**src/rtl/uart_pkg.sv**
```systemverilog
// Shared UART definitions: TX FSM state encoding, LSU register addresses and
// a small helper for sizing the baud counter.
package uart_pkg;

  // Transmit FSM states; one 8N1 frame walks IDLE -> START -> DATA -> STOP.
  typedef enum logic [1:0] {
    IDLE  = 2'd0,
    START = 2'd1,
    DATA  = 2'd2,
    STOP  = 2'd3
  } uart_tx_state_e;

  // LSU byte-write / byte-read addresses of the UART data registers.
  localparam logic [31:0] UART_TX_ADDR = 32'h1000_0000;
  localparam logic [31:0] UART_RX_ADDR = 32'h1000_0004;

  // Serial bits per 8N1 frame (start + 8 data + stop).
  localparam int unsigned UART_FRAME_BITS = 10;

  // Baud counter width; never narrower than one bit.
  function automatic int unsigned baud_cnt_width(input int unsigned clks_per_bit);
    return (clks_per_bit > 1) ? $clog2(clks_per_bit) : 1;
  endfunction

endpackage

```
**src/rtl/uart_tx_fifo.sv**
```systemverilog
// Small synchronous FIFO buffering bytes in front of the UART transmitter.
// Depth must be a power of two and at least 2 so pointers wrap naturally.
// Pushes while full and pops while empty are dropped internally.
module uart_tx_fifo #(
  parameter int unsigned Depth = 4,
  parameter int unsigned Width = 8
) (
  input  logic                       clk,
  input  logic                       rst,
  input  logic                       push,
  input  logic [Width-1:0]           wdata,
  output logic                       full,
  input  logic                       pop,
  output logic [Width-1:0]           rdata,
  output logic                       empty,
  output logic [$clog2(Depth):0]     count
);

  localparam int unsigned AW = $clog2(Depth);
  localparam int unsigned CW = AW + 1;

  logic [Width-1:0] mem_q [Depth];
  logic [AW-1:0]    wr_ptr_q, wr_ptr_d;
  logic [AW-1:0]    rd_ptr_q, rd_ptr_d;
  logic [CW-1:0]    count_q, count_d;
  logic             do_push, do_pop;

  assign full    = (count_q == CW'(Depth));
  assign empty   = (count_q == '0);
  assign count   = count_q;
  assign rdata   = mem_q[rd_ptr_q];
  assign do_push = push && !full;
  assign do_pop  = pop && !empty;

  // Pointer and occupancy next-state; simultaneous push/pop leaves count unchanged.
  always_comb begin
    wr_ptr_d = wr_ptr_q;
    rd_ptr_d = rd_ptr_q;
    count_d  = count_q;
    if (do_push) begin
      wr_ptr_d = wr_ptr_q + AW'(1);
    end
    if (do_pop) begin
      rd_ptr_d = rd_ptr_q + AW'(1);
    end
    unique case ({do_push, do_pop})
      2'b10:   count_d = count_q + CW'(1);
      2'b01:   count_d = count_q - CW'(1);
      default: count_d = count_q;
    endcase
  end

  // Pointer/count registers with synchronous reset to empty.
  always_ff @(posedge clk) begin
    if (rst) begin
      wr_ptr_q <= '0;
      rd_ptr_q <= '0;
      count_q  <= '0;
    end else begin
      wr_ptr_q <= wr_ptr_d;
      rd_ptr_q <= rd_ptr_d;
      count_q  <= count_d;
    end
  end

  // Storage array; contents need no reset since occupancy gates every read.
  always_ff @(posedge clk) begin
    if (do_push) begin
      mem_q[wr_ptr_q] <= wdata;
    end
  end

endmodule

```
**src/rtl/uart_tx.sv**
```systemverilog
// 8N1 UART transmitter fed by LSU byte writes.
// Define UART_TX_FIFO_EN to place a FIFO_DEPTH-entry buffer in front of the
// shifter; otherwise a byte is only accepted while the line is idle.
module uart_tx
  import uart_pkg::*;
#(
  parameter int unsigned CLKS_PER_BIT = 868,
  parameter int unsigned FIFO_DEPTH   = 4
) (
  input  logic       clk,
  input  logic       rst,
  input  logic       tx_en,
  input  logic [7:0] tx_data,
  output logic       tx_ready,
  output logic       tx,
  output logic       busy
);

  localparam int unsigned CntW = baud_cnt_width(CLKS_PER_BIT);
  localparam logic [CntW-1:0] CntLast = CntW'(CLKS_PER_BIT - 1);

  uart_tx_state_e  state_q, state_d;
  logic [CntW-1:0] cnt_q, cnt_d;
  logic [2:0]      bit_idx_q, bit_idx_d;
  logic [7:0]      shift_q, shift_d;
  logic            tx_q, tx_d;

  // Byte handed to the FSM in IDLE, from the FIFO head or straight from the LSU.
  logic            start_req;
  logic [7:0]      start_byte;
  logic            bit_done;

  assign bit_done = (cnt_q == CntLast);

`ifdef UART_TX_FIFO_EN
  logic                        fifo_full;
  logic                        fifo_empty;
  logic [7:0]                  fifo_rdata;
  logic [$clog2(FIFO_DEPTH):0] unused_fifo_count;
  logic                        fifo_push;
  logic                        fifo_pop;

  assign tx_ready   = !rst && !fifo_full;
  assign fifo_push  = tx_en && tx_ready;
  assign fifo_pop   = !rst && (state_q == IDLE) && !fifo_empty;
  assign start_req  = fifo_pop;
  assign start_byte = fifo_rdata;
  assign busy       = !rst && ((state_q != IDLE) || !fifo_empty);

  uart_tx_fifo #(
    .Depth (FIFO_DEPTH),
    .Width (8)
  ) u_fifo (
    .clk   (clk),
    .rst   (rst),
    .push  (fifo_push),
    .wdata (tx_data),
    .full  (fifo_full),
    .pop   (fifo_pop),
    .rdata (fifo_rdata),
    .empty (fifo_empty),
    .count (unused_fifo_count)
  );
`else
  logic unused_fifo_depth;

  // Buffer depth only matters in the FIFO build.
  assign unused_fifo_depth = ^FIFO_DEPTH;
  assign tx_ready          = !rst && (state_q == IDLE);
  assign start_req         = tx_en && tx_ready;
  assign start_byte        = tx_data;
  assign busy              = !rst && (state_q != IDLE);
`endif

  // Frame sequencing: baud counter, bit index and shifter next-state.
  always_comb begin
    state_d   = state_q;
    cnt_d     = cnt_q;
    bit_idx_d = bit_idx_q;
    shift_d   = shift_q;
    unique case (state_q)
      IDLE: begin
        cnt_d     = '0;
        bit_idx_d = '0;
        if (start_req) begin
          state_d = START;
          shift_d = start_byte;
        end
      end
      START: begin
        if (bit_done) begin
          state_d = DATA;
          cnt_d   = '0;
        end else begin
          cnt_d = cnt_q + CntW'(1);
        end
      end
      DATA: begin
        if (bit_done) begin
          cnt_d = '0;
          if (bit_idx_q == 3'd7) begin
            state_d   = STOP;
            bit_idx_d = '0;
          end else begin
            bit_idx_d = bit_idx_q + 3'd1;
            shift_d   = {1'b0, shift_q[7:1]};
          end
        end else begin
          cnt_d = cnt_q + CntW'(1);
        end
      end
      STOP: begin
        if (bit_done) begin
          state_d = IDLE;
          cnt_d   = '0;
        end else begin
          cnt_d = cnt_q + CntW'(1);
        end
      end
      default: begin
        state_d = IDLE;
        cnt_d   = '0;
      end
    endcase
  end

  // Line level follows the state being entered so tx is glitch-free from a flop.
  always_comb begin
    tx_d = 1'b1;
    unique case (state_d)
      START:   tx_d = 1'b0;
      DATA:    tx_d = shift_d[0];
      default: tx_d = 1'b1;
    endcase
  end

  // State registers; reset aborts any frame and parks the line high.
  always_ff @(posedge clk) begin
    if (rst) begin
      state_q   <= IDLE;
      cnt_q     <= '0;
      bit_idx_q <= '0;
      shift_q   <= '0;
      tx_q      <= 1'b1;
    end else begin
      state_q   <= state_d;
      cnt_q     <= cnt_d;
      bit_idx_q <= bit_idx_d;
      shift_q   <= shift_d;
      tx_q      <= tx_d;
    end
  end

  assign tx = tx_q;

endmodule

```
**config.mk**
```make
export PLATFORM = sky130hd
export DESIGN_NAME = uart_tx
export DESIGN_NICKNAME = d
export VERILOG_FILES = /design/src/rtl/uart_pkg.sv /design/src/rtl/uart_tx_fifo.sv /design/src/rtl/uart_tx.sv
export SDC_FILE = /design/constraint.sdc
export NUM_CORES = 1
export LEC_CHECK = 0
export CAP_MARGIN = 5
export CORE_MARGIN = 5
export CORE_UTILIZATION = 57
export DETAILED_ROUTE_END_ITERATION = 16
export PLACE_DENSITY = 0.82
export SYNTH_ARGS = -nofsm -noshare
export SYNTH_HDL_FRONTEND = slang
export SYNTH_SLANG_ARGS = --single-unit
```
**constraint.sdc**
```tcl
create_clock -name clk -period 3.83 [get_ports clk]
set_clock_uncertainty 0.1 [all_clocks]
set_input_delay 1.149 -clock clk [delete_from_list [all_inputs] [get_ports clk]]
set_output_delay 1.149 -clock clk [all_outputs]
set_load 0.02 [all_outputs]
```
==> results.json <==
{
  "status": "complete, no violations",
  "cts_buffers": 3,
  "synth.distinct_cells": 33,
  "endpoint": "busy",
  "max-vdd-ir-drop_mv": 0.222,
  "synth.yosys.seq_area_share_pct": 43.8,
  "crit_type": "input pin to primary output",
  "finalPower_uw": 438,
  "seqPwrFrac_pct": 60.0,
  "synth-edff-count": 0,
  "synth_nets": 141,
  "finalCriticalPeriod_ns": 3.74,
  "cp_cell_sequence": "clkdlybuf4s50_1 -> nor2_1 -> clkdlybuf4s50_1",
  "crit_path_end_kind": "primary output",
  "p_sw_share_pct": 22.8,
  "synthToLayoutAreaGrowth_pct": 17.6,
  "setup_viol": 0,
  "globalplace.congestion": 0.869,
  "die_h_um": 53.9,
  "drive_gt1_share_pct": 7.09,
  "synth.ff_latch_count": 24,
  "clk_latency_ns": 0.31,
  "critPathMaxFanout": 5,
  "worst_r2r_path_depth": 6,
  "regToRegSetupSlack_ns": 1.33,
  "setup_tns_ns": 0,
  "portBuffers": 13,
  "grt_pass1_vias": 867,
  "post-dp-hpwl_mm": 1.55,
  "cts_tree": "yes",
  "die_w_um": 53.9,
  "powerDensity_nw_per_um2": 339,
  "critPathArrivalTime_ns": 2.49,
  "cts_hold_buf": 0,
  "rsz0062_at_grt": "no",
  "first_pass_iters": 4,
  "max_cap_violations": 0,
  "htreeDepth": 1,
  "antenna_found_initial": 0,
  "crit_required_ns": 2.58,
  "syn_area_per_cell_um2": 8.64,
  "r2r-end": "tx",
  "diodes": 0,
  "slowest_delay_ns": 0.63,
  "crit_start": "rst",
  "async_flop_share_pct": 0,
  "syn_inst": 127,
  "vias_per_cell": 5.75,
  "nets": 156,
  "fin_crit_sh_pct": 97.6,
  "post_cts_resize_count": 0,
  "rr_startpoint": "cnt_q[0]",
  "start_util_pct": 61.5,
  "fillCellCount": 152,
  "grt_pass1_wl_mm": 3.62,
  "core_um2": 1780,
  "grt_usage_pct": 17.0,
  "p_sw_uw": 100,
  "leakage_nw": 0.458,
  "fin_util_pct": 72.4,
  "critPathTopFamily": "buffers and inverters",
  "start_kind": "input pin",
  "path_common_cell": "clkdlybuf4s50_1",
  "rows": 15,
  "cts.path.max_buffers": 2,
  "place_inst": 162,
  "final_hold_viol_count": 0,
  "dr.first_iter.drc_count": 39,
  "ys.flop_type": "dfxtp_1",
  "internal_power_uw": 338,
  "crit_cells": 3,
  "io_pins": 14,
  "clk_pin_slew_ns": 0.13,
  "min_path_type": "register to register",
  "crit_slowest_cell": "clkdlybuf4s50_1",
  "die-area_um2": 2900,
  "maxSlewHeadroom_pct": 50.9,
  "syn_area_um2": 1100,
  "wl_per_cell_um": 12.9,
  "synth_top_cell_area_share_pct": 43.8,
  "fmax_mhz": 267,
  "num_vias": 954,
  "clockRootBuffer": "clkbuf_4",
  "cts_setup_buffers": 0,
  "overflow": 0,
  "power.share.combinational_pct": 9.9,
  "wl_mm": 2.15,
  "synth_top_area_cell": "dfxtp_1",
  "slew_viol_final": 0,
  "drtAntennaViolNets": 0,
  "yosysWarnings": 0,
  "critical_path_buf_inv_count": 2,
  "clkPwrFrac_pct": 30.1,
  "clkSinkCount": 24,
  "grt_max_degree": 15,
  "worst_slew_pin_slew_ns": 0.731,
  "final_cells": 166,
  "yosys-top-cells-area": "dfxtp_1 44%, nor2_1 6.5%, nand2_1 5.1%",
  "drc_errors": 0
}
-- area by class of cell --
cell class	instances	area, um2	share of cell area (%)
flip-flops and latches	24	480	37.2
well taps	25	31.3	2.42
repair buffers	15	145	11.3
clock buffers	4	36.3	2.81
multi-input cells	98	597	46.3
-- Yosys cell counts (3+ instances only) --
| library cell | number |
|---|---|
| dfxtp_1 | 24 |
| nor2_1 | 19 |
| nand2_1 | 15 |
| a21oi_1 | 10 |
| a22oi_1 | 6 |
| xnor2_1 | 6 |
| nor3_1 | 5 |
| clkbuf_1 | 4 |
| and3_1 | 3 |
| ha_1 | 3 |
| nand3_1 | 3 |
| xor2_1 | 3 |
-- logic make-up (layout without fill, tap and decap cells) --
kind of cell / count (synthesis) / after routing / synth area share [%]
AOI/OAI and AO/OA: 26 / 26 / 15.7
buffers and inverters: 5 / 19 / 1.82
and+or+nand+nor: 60 / 60 / 28.1
DFF: 24 / 24 / 43.8
xor gates and xnor gates: 9 / 9 / 7.18
adders and majority gates: 3 / 3 / 3.42
-- placed cells by master (no fill, tap or decap) --
cell type,instances
a22oi_1,6
nor3_1,5
a21o_1,2
nor4bb_1,1
nand2b_1,2
clkdlybuf4s50_1,13
nor4_2,1
xor2_1,3
or4_1,1
or2_2,1
buf_4,2
a31oi_1,1
a2111oi_0,1
o211a_1,1
nand2_1,15
nor2b_1,2
ha_1,3
nand3b_1,1
o21bai_1,1
o21ai_0,1
clkbuf_4,3
a32oi_1,2
and3_1,3
or3b_2,2
nor2_1,19
a21oi_1,10
dfxtp_1,24
nor4b_1,1
xnor2_1,6
nand3_1,3
o21a_1,1
nand4bb_1,1
or3_1,1
clkbuf_8,1
or3b_1,1
-- worst reg2reg max path: stages, from the launching register on --
cell	delay (ns)
dfxtp_1	0.39
ha_1	0.24
or3b_1	0.42
nor3_1	0.59
nand3b_1	0.15
a2111oi_0	0.39
o21bai_1	0.12
-- per-stage QoR --
stage | worst slack [ns] | cell area (um2) | hold WS (ns)
floorplan | 0.807 | 1100 | 0.330
global placement | 0.106 | 1250 | 0.342
detailed placement | 0.0931 | 1250 | 0.355
CTS | 0.0770 | 1290 | 0.373
global route | 0.0225 | 1290 | 0.391
finish | 0.0909 | 1290 | 0.369
-- power by group through the flow --
stage / logic [mW] / registers, mW / clock network [mW]
2_1_floorplan: 0.0239 / 0.266 / 0
3_3_place_gp: 0.0427 / 0.268 / 0
3_5_place_dp: 0.0432 / 0.268 / 0
4_1_cts: 0.0435 / 0.262 / 0.133
5_1_grt: 0.0475 / 0.264 / 0.143
6_report: 0.0434 / 0.262 / 0.132
-- sequential cells by signal, indices dropped and copies added, names as in the netlist --
name / count
shift_q: 8
state_q: 2
bit_idx_q: 3
cnt_q: 10
tx: 1
-- metal layers --
layer  global-route usage [%]  part of all wire, %  vias up
li1                         -                    -      481
met5                        0                    0        -
met1                     22.1                   51      446
met3                     2.49                  4.1        5
met2                     27.6                   43       22
met4                     7.66                  1.9        0
-- how the worst min path moves through the flow --
stage,from,endpoint,slack (ns),cells after the start
6_report,shift_q[5],shift_q[5],0.37,2
5_1_grt,shift_q[2],shift_q[2],0.39,2
4_1_cts,shift_q[3],shift_q[3],0.37,2
3_5_place_dp,shift_q[3],shift_q[3],0.36,2
3_3_place_gp,cnt_q[0],cnt_q[0],0.34,1
2_1_floorplan,cnt_q[0],cnt_q[0],0.33,1
No activity file was read; power rests on OpenSTA's default activity.
